[config.mk]
export PLATFORM = sky130hd
export DESIGN_NAME = vis_scan_flat
export DESIGN_NICKNAME = d
export VERILOG_FILES = /design/src/rtl/vis_pkg.sv /design/src/rtl/vis_scan_if.sv /design/src/rtl/vis_bin2bcd.sv /design/src/rtl/vis_scan.sv /design/src/flat_wrapper.sv
export SDC_FILE = /design/constraint.sdc
export NUM_CORES = 1
export LEC_CHECK = 0
export ABC_CLOCK_PERIOD_IN_PS = 5200
export BUFFER_PORTS_ARGS = -buffer_cell sky130_fd_sc_hd__buf_2
export CORE_AREA = 2 2 133 135
export CTS_BUF_LIST = sky130_fd_sc_hd__clkbuf_8 sky130_fd_sc_hd__clkbuf_16
export DETAILED_ROUTE_END_ITERATION = 12
export DIE_AREA = 0 0 135 137
export PLACE_DENSITY = 0.52
export RECOVER_POWER = 25
export SLEW_MARGIN = 30
export SYNTH_ARGS = -nofsm -noshare
export SYNTH_HDL_FRONTEND = slang
export SYNTH_SLANG_ARGS = --single-unit
[constraint.sdc]
create_clock -name F50MHz -period 5.2 [get_ports F50MHz]
set_clock_uncertainty 0.1 [all_clocks]
set_input_delay 0.52 -clock F50MHz [delete_from_list [all_inputs] [get_ports F50MHz]]
set_output_delay 0.52 -clock F50MHz [all_outputs]
set_load 0.005 [all_outputs]
[src/rtl/vis_pkg.sv]
// Shared constants for the seven-segment scanner: active-low glyph table,
// dash/blank patterns, display mode enumeration and a power-of-ten helper.
package vis_pkg;
  typedef enum logic {MODE_HEX = 1'b0, MODE_DEC = 1'b1} mode_e;

  // {g,f,e,d,c,b,a}, active-low; entry 15 is leftmost
  localparam logic [15:0][6:0] HEX_SEG = {
    7'h0E, 7'h06, 7'h21, 7'h46, 7'h03, 7'h08, 7'h10, 7'h00,
    7'h78, 7'h02, 7'h12, 7'h19, 7'h30, 7'h24, 7'h79, 7'h40
  };
  localparam logic [6:0] SEG_DASH  = 7'h3F;
  localparam logic [6:0] SEG_BLANK = 7'h7F;

  function automatic longint unsigned pow10(input int n);
    longint unsigned r;
    r = 1;
    for (int i = 0; i < n; i++) r = r * 10;
    return r;
  endfunction
endpackage

[src/rtl/vis_scan_if.sv]
// Host-side bundle of the scanner: load strobe with payload, status, and
// the multiplexed digit/segment drive.
interface vis_scan_if #(parameter int NDIG = 4);
  import vis_pkg::*;
  logic [4*NDIG-1:0] dat;
  logic [NDIG-1:0]   dp;
  mode_e             mode;
  logic              load;
  logic              busy;
  logic              ovf;
  logic [NDIG-1:0]   AN;
  logic [7:0]        SEG;

  modport master (output dat, dp, mode, load, input busy, ovf, AN, SEG);
  modport slave  (input dat, dp, mode, load, output busy, ovf, AN, SEG);
endinterface

[src/rtl/vis_bin2bcd.sv]
// Iterative shift-add-3 binary to BCD converter; one bit per cycle, 4*NDIG
// cycles per conversion. bcd is valid in the cycle done is high.
module vis_bin2bcd #(parameter int NDIG = 4) (
  input  logic              clk,
  input  logic              rst,
  input  logic              start,
  input  logic [4*NDIG-1:0] bin,
  output logic              done,
  output logic [4*NDIG-1:0] bcd
);
  localparam int W  = 4*NDIG;
  localparam int CW = $clog2(W);

  typedef enum logic {IDLE, RUN} st_e;
  st_e st, st_nxt;

  logic [W-1:0]  sh, sh_nxt, acc, acc_nxt, adj;
  logic [CW-1:0] cnt;

  always_comb begin
    adj = acc;
    for (int i = 0; i < NDIG; i++)
      if (acc[4*i +: 4] >= 4'd5) adj[4*i +: 4] = acc[4*i +: 4] + 4'd3;
    {acc_nxt, sh_nxt} = {adj, sh} << 1;
  end

  // the final step is exposed combinationally so the caller latches it on the done edge
  assign bcd = acc_nxt;

  always_comb begin
    st_nxt = st;
    done   = 1'b0;
    case (st)
      IDLE: if (start) st_nxt = RUN;
      RUN: if (cnt == CW'(W-1)) begin
        done   = 1'b1;
        st_nxt = IDLE;
      end
      default: st_nxt = IDLE;
    endcase
  end

  always_ff @(posedge clk or posedge rst) begin
    if (rst) begin
      st  <= IDLE;
      sh  <= '0;
      acc <= '0;
      cnt <= '0;
    end else begin
      st <= st_nxt;
      if (st == IDLE && start) begin
        sh  <= bin;
        acc <= '0;
        cnt <= '0;
      end else if (st == RUN) begin
        sh  <= sh_nxt;
        acc <= acc_nxt;
        cnt <= cnt + 1'b1;
      end
    end
  end
endmodule

[src/rtl/vis_scan.sv]
// Multiplexed seven-segment scanner with hex or decimal display of a loaded
// value. Define VIS_SCAN_LZB_EN to compile in decimal leading-zero blanking.
module vis_scan import vis_pkg::*; #(
  parameter int NDIG = 4,
  parameter int DIV  = 50000
) (
  input logic         F50MHz,
  input logic         BTN0,
  vis_scan_if.slave   bus
);
  localparam int W  = 4*NDIG;
  localparam int PW = $clog2(DIV);
  localparam int IW = (NDIG > 1) ? $clog2(NDIG) : 1;
  localparam longint unsigned LIM = pow10(NDIG);

  logic [PW-1:0]        pcnt;
  logic [IW-1:0]        idx, idx_nxt;
  logic                 wrap;
  logic [NDIG-1:0][3:0] disp;
  logic [NDIG-1:0]      dp_reg, dp_hold;
  logic                 dash;
  logic                 accept, start, big, done;
  logic [W-1:0]         bcd;
  logic [6:0]           glyph;

  assign wrap    = (pcnt == PW'(DIV-1));
  assign idx_nxt = !wrap ? idx : (idx == IW'(NDIG-1)) ? '0 : idx + 1'b1;
  assign accept  = bus.load && !bus.busy;
  assign big     = 64'(bus.dat) >= LIM;
  assign start   = accept && bus.mode == MODE_DEC && !big;

  vis_bin2bcd #(.NDIG(NDIG)) u_b2b (
    .clk(F50MHz), .rst(BTN0), .start(start), .bin(bus.dat), .done(done), .bcd(bcd)
  );

`ifdef VIS_SCAN_LZB_EN
  logic            dec;
  logic [NDIG-1:0] lz;
  always_comb begin
    lz[NDIG-1] = (disp[NDIG-1] == 4'd0);
    for (int i = NDIG-2; i >= 0; i--) lz[i] = lz[i+1] && (disp[i] == 4'd0);
    lz[0] = 1'b0;
  end
`endif

  always_comb begin
    glyph = dash ? SEG_DASH : HEX_SEG[disp[idx_nxt]];
`ifdef VIS_SCAN_LZB_EN
    if (!dash && dec && lz[idx_nxt]) glyph = SEG_BLANK;
`endif
  end

  always_ff @(posedge F50MHz or posedge BTN0) begin
    if (BTN0) begin
      pcnt     <= '0;
      idx      <= '0;
      disp     <= '0;
      dp_reg   <= '0;
      dp_hold  <= '0;
      dash     <= 1'b0;
      bus.busy <= 1'b0;
      bus.ovf  <= 1'b0;
      bus.AN   <= ~NDIG'(1);
      bus.SEG  <= 8'hC0;
`ifdef VIS_SCAN_LZB_EN
      dec      <= 1'b0;
`endif
    end else begin
      pcnt    <= wrap ? '0 : pcnt + 1'b1;
      idx     <= idx_nxt;
      bus.AN  <= ~(NDIG'(1) << idx_nxt);
      bus.SEG <= {~dp_reg[idx_nxt], glyph};
      if (accept) begin
        bus.ovf <= (bus.mode == MODE_DEC) && big;
        if (bus.mode == MODE_HEX || big) begin
          disp   <= bus.dat;
          dp_reg <= bus.dp;
          dash   <= (bus.mode == MODE_DEC);
`ifdef VIS_SCAN_LZB_EN
          dec    <= 1'b0;
`endif
        end else begin
          dp_hold  <= bus.dp;
          bus.busy <= 1'b1;
        end
      end
      if (done) begin
        disp     <= bcd;
        dp_reg   <= dp_hold;
        dash     <= 1'b0;
        bus.busy <= 1'b0;
`ifdef VIS_SCAN_LZB_EN
        dec      <= 1'b1;
`endif
      end
    end
  end
endmodule
[src/flat_wrapper.sv]
// flat-port wrapper written by rule: the top's interface ports become plain ports
module vis_scan_flat import vis_pkg::*;
#(
  parameter int NDIG = 4,
  parameter int DIV  = 50000
)
  (F50MHz, BTN0, bus_dat, bus_dp, bus_mode, bus_load, bus_busy, bus_ovf, bus_AN, bus_SEG);
  vis_scan_if #(.NDIG(NDIG)) bus_i ();
  input logic F50MHz;
  input logic BTN0;
  input wire logic [$bits(bus_i.dat)-1:0] bus_dat;
  input wire logic [$bits(bus_i.dp)-1:0] bus_dp;
  input wire logic [$bits(bus_i.mode)-1:0] bus_mode;
  input wire logic [$bits(bus_i.load)-1:0] bus_load;
  output wire logic [$bits(bus_i.busy)-1:0] bus_busy;
  output wire logic [$bits(bus_i.ovf)-1:0] bus_ovf;
  output wire logic [$bits(bus_i.AN)-1:0] bus_AN;
  output wire logic [$bits(bus_i.SEG)-1:0] bus_SEG;
  assign bus_i.dat = bus_dat;
  assign bus_i.dp = bus_dp;
  assign bus_i.mode = bus_mode;
  assign bus_i.load = bus_load;
  assign bus_busy = bus_i.busy;
  assign bus_ovf = bus_i.ovf;
  assign bus_AN = bus_i.AN;
  assign bus_SEG = bus_i.SEG;
  vis_scan #(.NDIG(NDIG), .DIV(DIV)) u_core (.F50MHz(F50MHz), .BTN0(BTN0), .bus(bus_i));
endmodule
==> parameters.txt, run 1 <==
Parameter                              Value

Outcome
  Status    finished, violations left
  Violations in the final reports    capacitance limit, slew limit

Pwr
  Worst vdd ir    0.000170 V
  Switching share of power    36.2%
  Sequential group share of total power    42.0%
  Portion of total power attributed to combinational logic    34.5%
  Clock Power Share    23.5%
  Pleak    2.50 nW
  Switching power summed over all nets    0.000989 W
  Cell Pwr Density    506 nW/um^2
  Internal power    0.00174 W

GRT
  Aggregate global routing overflow    0
  Wire length of the first global-routing pass    17700 um
  Largest net degree at the start of global routing    54
  Total Routing Usage GR    12.4%
  Number of antenna violations at the first check in global routing    0
  Vias in the first global route    3460

Hold path
  Type of the tightest min-delay check    primary input to register
  Hold path depth    2

Drt
  M1 wire length    4850 um
  Total met3 wirelength after detailed routing    368 um
  Remaining antenna violation count    0
  Highest metal used    met4
  Routed met2 length    5150 um
  DRC violation total after the first TritonRoute iteration    185
  DR vias    3302
  Average via count per standard cell    4.68
  First-pass iteration count of the detailed router    4
  Residual DRC count    0
  Total Routed Length    10500 um
  Detailed-route wire length per cell    14.9 um

Placed design
  Post-Place Cell Area    5130 um^2
  Setup slack after placement    1.87 ns
  Number of instances in the placed design    690
  Final Wtd Congestion    0.802
  # port buffers    37
  Half-perimeter wire length after placement    7610 um

Synthesis
  Synth Net Count    484
  Flip-flop and latch count after synthesis    94
  EDFF count, synth    0
  Most frequently used flop master after synthesis    dfrtp_1
  Count of synthesis-stage warnings from yosys    0
  Cell area after technology mapping    4710 um^2
  Post-Syn Area per Cell    10.7 um^2
  Number of distinct standard cells referenced by the synthesized netlist    48
  Number of instances in the synthesized netlist    442
  Synth async-reset ratio    100%
  Post-synthesis sequential area ratio    50.1%

STA
  Number of setup violations in the final report    0
  Final critical-path setup slack    1.64 ns
  Crit share post-route    68.4%
  Setup repair after global routing missed its margin    false
  Post-layout min period    3.56 ns
  Transition time at the pin with the least slew margin    1.95 ns
  Count of pins over their slew limit    43
  Endpoints failing hold    0
  Setup_tns    0 ns
  Smallest hold slack    0.323 ns
  Max Freq    281 MHz
  Worst relative slew slack    -30.8%

Die
  Floorplan die area    18500 um^2
  Starting utilization of the core area    27.6%
  Die Span Y    137 um
  I/O pin total    38
  Placement Rows    48
  Core Footprint    17100 um^2
  Die Width    135 um

Clocking
  Clock input transition at the sequential cells of the worst setup and hold paths    0.06 ns
  Clock Tree Root    clkbuf_16
  Sink Count    94
  # hold bufs at CTS    0
  Later-pin clock latency in the skew report    0.35 ns
  Number of gates given a new drive strength after cts    0
  H-tree depth    3
  Number of buffers added by the clock tree synthesis step    9
  # Post-CTS Setup Buffers    0
  Clock tree from TritonCTS    built
  Clock Tree Buf Depth    2

Layout
  ANT cells    0
  Fraction of layout cells with a size suffix above 1    15.6%
  Final cell count without fillers    706
  Fillcell total    1803
  Syn-to-layout area delta    14.8%
  Layout net count    518
  Post-route cell area    5410 um^2

Critical path
  Required time of the critical path    5.33 ns
  Number of cell instances on the worst register-to-register path    8
  Worst setup EP type    register
  Arrival time of data at the critical path endpoint    3.69 ns
  Critical Setup Path Class    register to register
  CP max FO    11
  Critical Path Start Type    register

Flow run
  Number of maximum-capacitance violations    1
cell type report:
cell class	instances	area, um^2	area share, %
multi-input cells	309	2180	40.4
clock buffers	9	225	4.17
repair buffers	42	219	4.05
flip-flops and latches	94	2360	43.6
inverters	20	81.3	1.50
well taps	225	282	5.21
clock inverters	7	58.8	1.09
worst max-delay path, stage by stage (launching register included):
cell	delay, ns
dfrtp_1	0.44
nor4bb_1	0.27
and4_1	0.59
mux2i_4	0.47
mux4_1	0.73
inv_1	0.18
ha_1	0.28
nor2b_1	0.08
a221o_1	0.30
cell families after synthesis:
| logic type | after synthesis | synth area share [%] |
|---|---|---|
| AOI/OAI and AO/OA | 81 | 9.51 |
| muxes | 64 | 15.7 |
| buffers and inverters | 39 | 3.64 |
| and+or+nand+nor | 129 | 13.1 |
| xor gates and xnor gates | 17 | 3.16 |
| adders and majority gates | 18 | 4.78 |
| DFF | 94 | 50.1 |
worst paths after layout:
kind | startpoint | slack, ns | end
worst max-delay path | u_core.pcnt[5]$_DFF_PP0_ | 1.64 | u_core.bus.SEG[2]$_DFF_PP0_
worst min-delay path | bus_dp[2] | 0.32 | u_core.dp_hold[2]$_DFFE_PP0P_
worst max register to register | u_core.pcnt[5]$_DFF_PP0_ | 1.64 | u_core.bus.SEG[2]$_DFF_PP0_
worst min register to register | u_core.pcnt[0]$_DFF_PP0_ | 0.35 | u_core.pcnt[0]$_DFF_PP0_
max in group asynchronous | BTN0 | 3.04 | u_core.bus.SEG[0]$_DFF_PP0_
min in group asynchronous | BTN0 | 0.57 | u_core.u_b2b.sh[2]$_DFFE_PP0P_
power by group through the flow:
stage,sequential (W),clock (W),combinational (W)
6_report,0.00115,0.000644,0.000943
5_1_grt,0.00118,0.000696,0.00109
4_1_cts,0.00115,0.000663,0.000956
3_5_place_dp,0.00116,0,0.000951
3_3_place_gp,0.00115,0,0.000918
2_1_floorplan,0.00110,0,0.000738
placed cells by master, fill, tap and decap left out, drive strengths merged, types with 3 or more instances in the layout:
cell type,count
ha,18
and2,4
dfrtp,89
dfstp,5
nor2,18
nand3,16
mux2,6
mux4,5
buf,39
nand2,62
a21oi,14
o22ai,3
mux2i,53
and3,6
nand2b,5
clkbuf,12
nor3b,8
o21ai,53
xor2,9
xnor2,8
inv,22
metrics by stage:
stage	total power [W]	util [%]
6_report	0.00273	31.7
5_1_grt	0.00296	31.7
4_1_cts	0.00277	31.7
3_5_place_dp	0.00211	30.1
3_3_place_gp	0.00207	30.1
2_1_floorplan	0.00184	-
synth_stat cells, types with 3 or more instances:
master | instances | share of area, %
mux4_2 | 4 | 1.9
nand3_1 | 16 | 1.7
nor3b_1 | 8 | 1.3
a21oi_1 | 14 | 1.5
mux2_2 | 5 | 1.2
clkbuf_1 | 13 | 1.0
o22ai_1 | 3 | 0.40
ha_1 | 18 | 4.8
nand2b_1 | 5 | 0.66
xor2_1 | 9 | 1.7
inv_1 | 18 | 1.4
dfstp_2 | 5 | 2.8
mux2i_1 | 51 | 11
xnor2_1 | 8 | 1.5
nand2_1 | 62 | 4.9
nor2_1 | 17 | 1.4
and3_1 | 5 | 0.66
dfrtp_1 | 89 | 47
o21ai_0 | 51 | 5.4
and2_1 | 3 | 0.40
metal layers:
layer / vias to the layer above / track usage [%]
met1: 1644 / 15.3
met3: 10 / 3.52
met4: 0 / 4.80
met5: - / 0
li1: 1606 / -
met2: 42 / 20.7
Power figures use the tool's default switching activity.
==> inputs of run 2 (changes only) <==
ABC_CLOCK_PERIOD_IN_PS = 3300   (was 5200)
clock period = 3.3 ns   (was 5.2 ns; I/O delays follow)
==> run 2 against run 1 <==
Against the previous run:
- the run still ends with capacitance limit, slew limit left
- highest routed layer unchanged
- global-route usage fell by 0.13 points
- non-clock buffer count rose by 6
- worst setup slack got worse by 1.5 ns
- fmax rose by 14%
==> parameters.txt, run 2 (synthesis results as in run 1) <==
Parameter                              Value

Outcome
  Status    finished, violations left (unchanged)
  Violations in the final reports    capacitance limit, slew limit (unchanged)

GRT
  Busiest metal layer after global routing    met2 (unchanged)
  Aggregate global routing overflow    0 (unchanged)
  Number of antenna violations at the first check in global routing    0 (unchanged)
  Fraction of met3 tracks used by global routing    2.89% (was 3.52%)
  Wire length of the first global-routing pass    17400 um (was 17700 um)
  Largest net degree at the start of global routing    52 (was 54)
  Vias in the first global route    3263 (was 3460)
  Routing usage on met2    20.6% (was 20.7%)
  Global routing usage on met1    15.6% (was 15.3%)
  Total Routing Usage GR    12.3% (was 12.4%)

Drt
  DR vias    3277 (was 3302)
  Residual DRC count    0 (unchanged)
  Average via count per standard cell    4.60 (was 4.68)
  First-pass iteration count of the detailed router    4 (unchanged)
  Remaining antenna violation count    0 (unchanged)
  DRC violation total after the first TritonRoute iteration    222 (was 185)
  Detailed-route wire length per cell    14.9 um (about the same)
  Total Routed Length    10600 um (was 10500 um)

Die
  Core Footprint    17100 um^2 (unchanged)
  I/O pin total    38 (unchanged)
  Starting utilization of the core area    27.6% (unchanged)
  Floorplan die area    18500 um^2 (unchanged)
  Placement Rows    48 (unchanged)
  Die Span Y    137 um (unchanged)
  Die Width    135 um (unchanged)

Critical path
  Required time of the critical path    3.42 ns (was 5.33 ns)
  Critical Setup Path Class    register to register (unchanged)
  Arrival time of data at the critical path endpoint    3.25 ns (was 3.69 ns)
  CP max FO    6 (was 11)
  Critical Path Start Type    register (unchanged)
  Worst setup EP type    register (unchanged)

Clocking
  # Post-CTS Setup Buffers    0 (unchanged)
  Sink Count    94 (unchanged)
  # hold bufs at CTS    0 (unchanged)
  Clock input transition at the sequential cells of the worst setup and hold paths    0.06 ns (about the same)
  Number of buffers added by the clock tree synthesis step    9 (unchanged)
  Clock tree from TritonCTS    built (unchanged)
  Clock Tree Root    clkbuf_16 (unchanged)
  Later-pin clock latency in the skew report    0.35 ns (about the same)
  Number of gates given a new drive strength after cts    0 (unchanged)
  H-tree depth    3 (unchanged)
  Clock Tree Buf Depth    2 (unchanged)

Layout
  Layout net count    524 (was 518)
  Most frequent standard cell in the layout excluding fill and tap cells    dfrtp_1 (unchanged)
  Fillcell total    1758 (was 1803)
  ANT cells    0 (unchanged)
  Syn-to-layout area delta    15.8% (was 14.8%)
  Fraction of layout cells with a size suffix above 1    17.2% (was 15.6%)
  Commonest non-fill, non-tap cells in the layout    89 x dfrtp_1, 62 x nand2_1, 51 x o21ai_0, 51 x mux2i_1, 36 x buf_2 (was 89 x dfrtp_1, 62 x nand2_1, 51 x o21ai_0, 51 x mux2i_1, 34 x buf_2)
  Final cell count without fillers    712 (was 706)

STA
  Endpoints failing hold    0 (unchanged)
  Setup_tns    0 ns (unchanged)
  Max Freq    320 MHz (was 281 MHz)
  Crit share post-route    94.8% (was 68.4%)
  Setup repair after global routing missed its margin    false (unchanged)
  Post-layout min period    3.13 ns (was 3.56 ns)
  Count of pins over their slew limit    52 (was 43)
  Transition time at the pin with the least slew margin    2.32 ns (was 1.95 ns)
  Worst relative slew slack    -55.7% (was -30.8%)
  Number of setup violations in the final report    0 (unchanged)

Pwr
  Pleak    2.54 nW (was 2.50 nW)
  Cell Pwr Density    788 nW/um^2 (was 506 nW/um^2)
  Worst vdd ir    0.000285 V (was 0.000170 V)

Hold path
  Type of the tightest min-delay check    primary input to register (unchanged)

Flow run
  Number of maximum-capacitance violations    1 (unchanged)

Placed design
  # port buffers    37 (unchanged)
  Half-perimeter wire length after placement    7800 um (was 7610 um)
  Number of instances in the placed design    696 (was 690)
  Final Wtd Congestion    0.776 (was 0.802)
run 2: layout make-up:
class                           instances  area [um^2]  area share [%]
Clock buffer                           12          267            4.89
Timing Repair Buffer                   48          267            4.89
Sequential cell                        94         2360            43.2
Clock inverter                          4         16.3           0.298
Tap cell                              225          282            5.16
Multi-Input combinational cell        309         2180            40.0
Inverter                               20         81.3            1.49
run 2: through the flow:
stage | hold WS (ns) | instance area, um^2 | total power [W] | utilization (%) | setup WS, ns
after floorplan | 0.324 | 4710 | 0.00290 | - | 0.379
after global placement | 0.335 | 5170 | 0.00329 | 30.3 | 0.311
after detailed placement | 0.348 | 5170 | 0.00335 | 30.3 | 0.196
after CTS | 0.0143 | 5460 | 0.00435 | 32.0 | 0.184
after global routing | 0.146 | 5460 | 0.00463 | 32.0 | 0.0224
final | 0.138 | 5460 | 0.00430 | 32.0 | 0.172
run 2: metal layers:
metal	wire length (um)	share of wire [%]	vias to the layer above
met5	0	0	-
met4	110	1.0	0
met3	373	3.5	9
met2	5340	50	57
met1	4770	45	1595
li1	-	-	1616
run 2: final timing paths:
kind / start / end / slack [ns] / cells after the start
setup reg to reg: u_core.pcnt[5]$_DFF_PP0_ / u_core.bus.SEG[2]$_DFF_PP0_ / 0.17 / 8
hold / removal: bus_dp[2] / u_core.dp_hold[2]$_DFFE_PP0P_ / 0.14 / 2
min in group asynchronous: BTN0 / u_core.u_b2b.acc[7]$_DFFE_PP0P_ / 0.50 / 2
hold reg to reg: u_core.pcnt[0]$_DFF_PP0_ / u_core.pcnt[0]$_DFF_PP0_ / 0.36 / 1
max in group asynchronous: BTN0 / u_core.bus.AN[2]$_DFF_PP1_ / 1.41 / 3
setup / recovery: u_core.pcnt[5]$_DFF_PP0_ / u_core.bus.SEG[2]$_DFF_PP0_ / 0.17 / 8
run 2: where the power goes:
group | internal (W) | leakage (nW) | switching (W)
sequential | 0.00154 | 1.17 | 0.000320
combinational | 0.000652 | 1.22 | 0.000806
clock | 0.000563 | 0.152 | 0.000424
run 2: worst max-delay path: stages (launching register included):
cell and delay [ns]:
dfrtp_1 0.44, nor4bb_1 0.31, and4_4 0.33, mux2i_4 0.26
mux4_1 0.71, inv_1 0.19, ha_1 0.28, nor2b_1 0.07
a221o_1 0.29
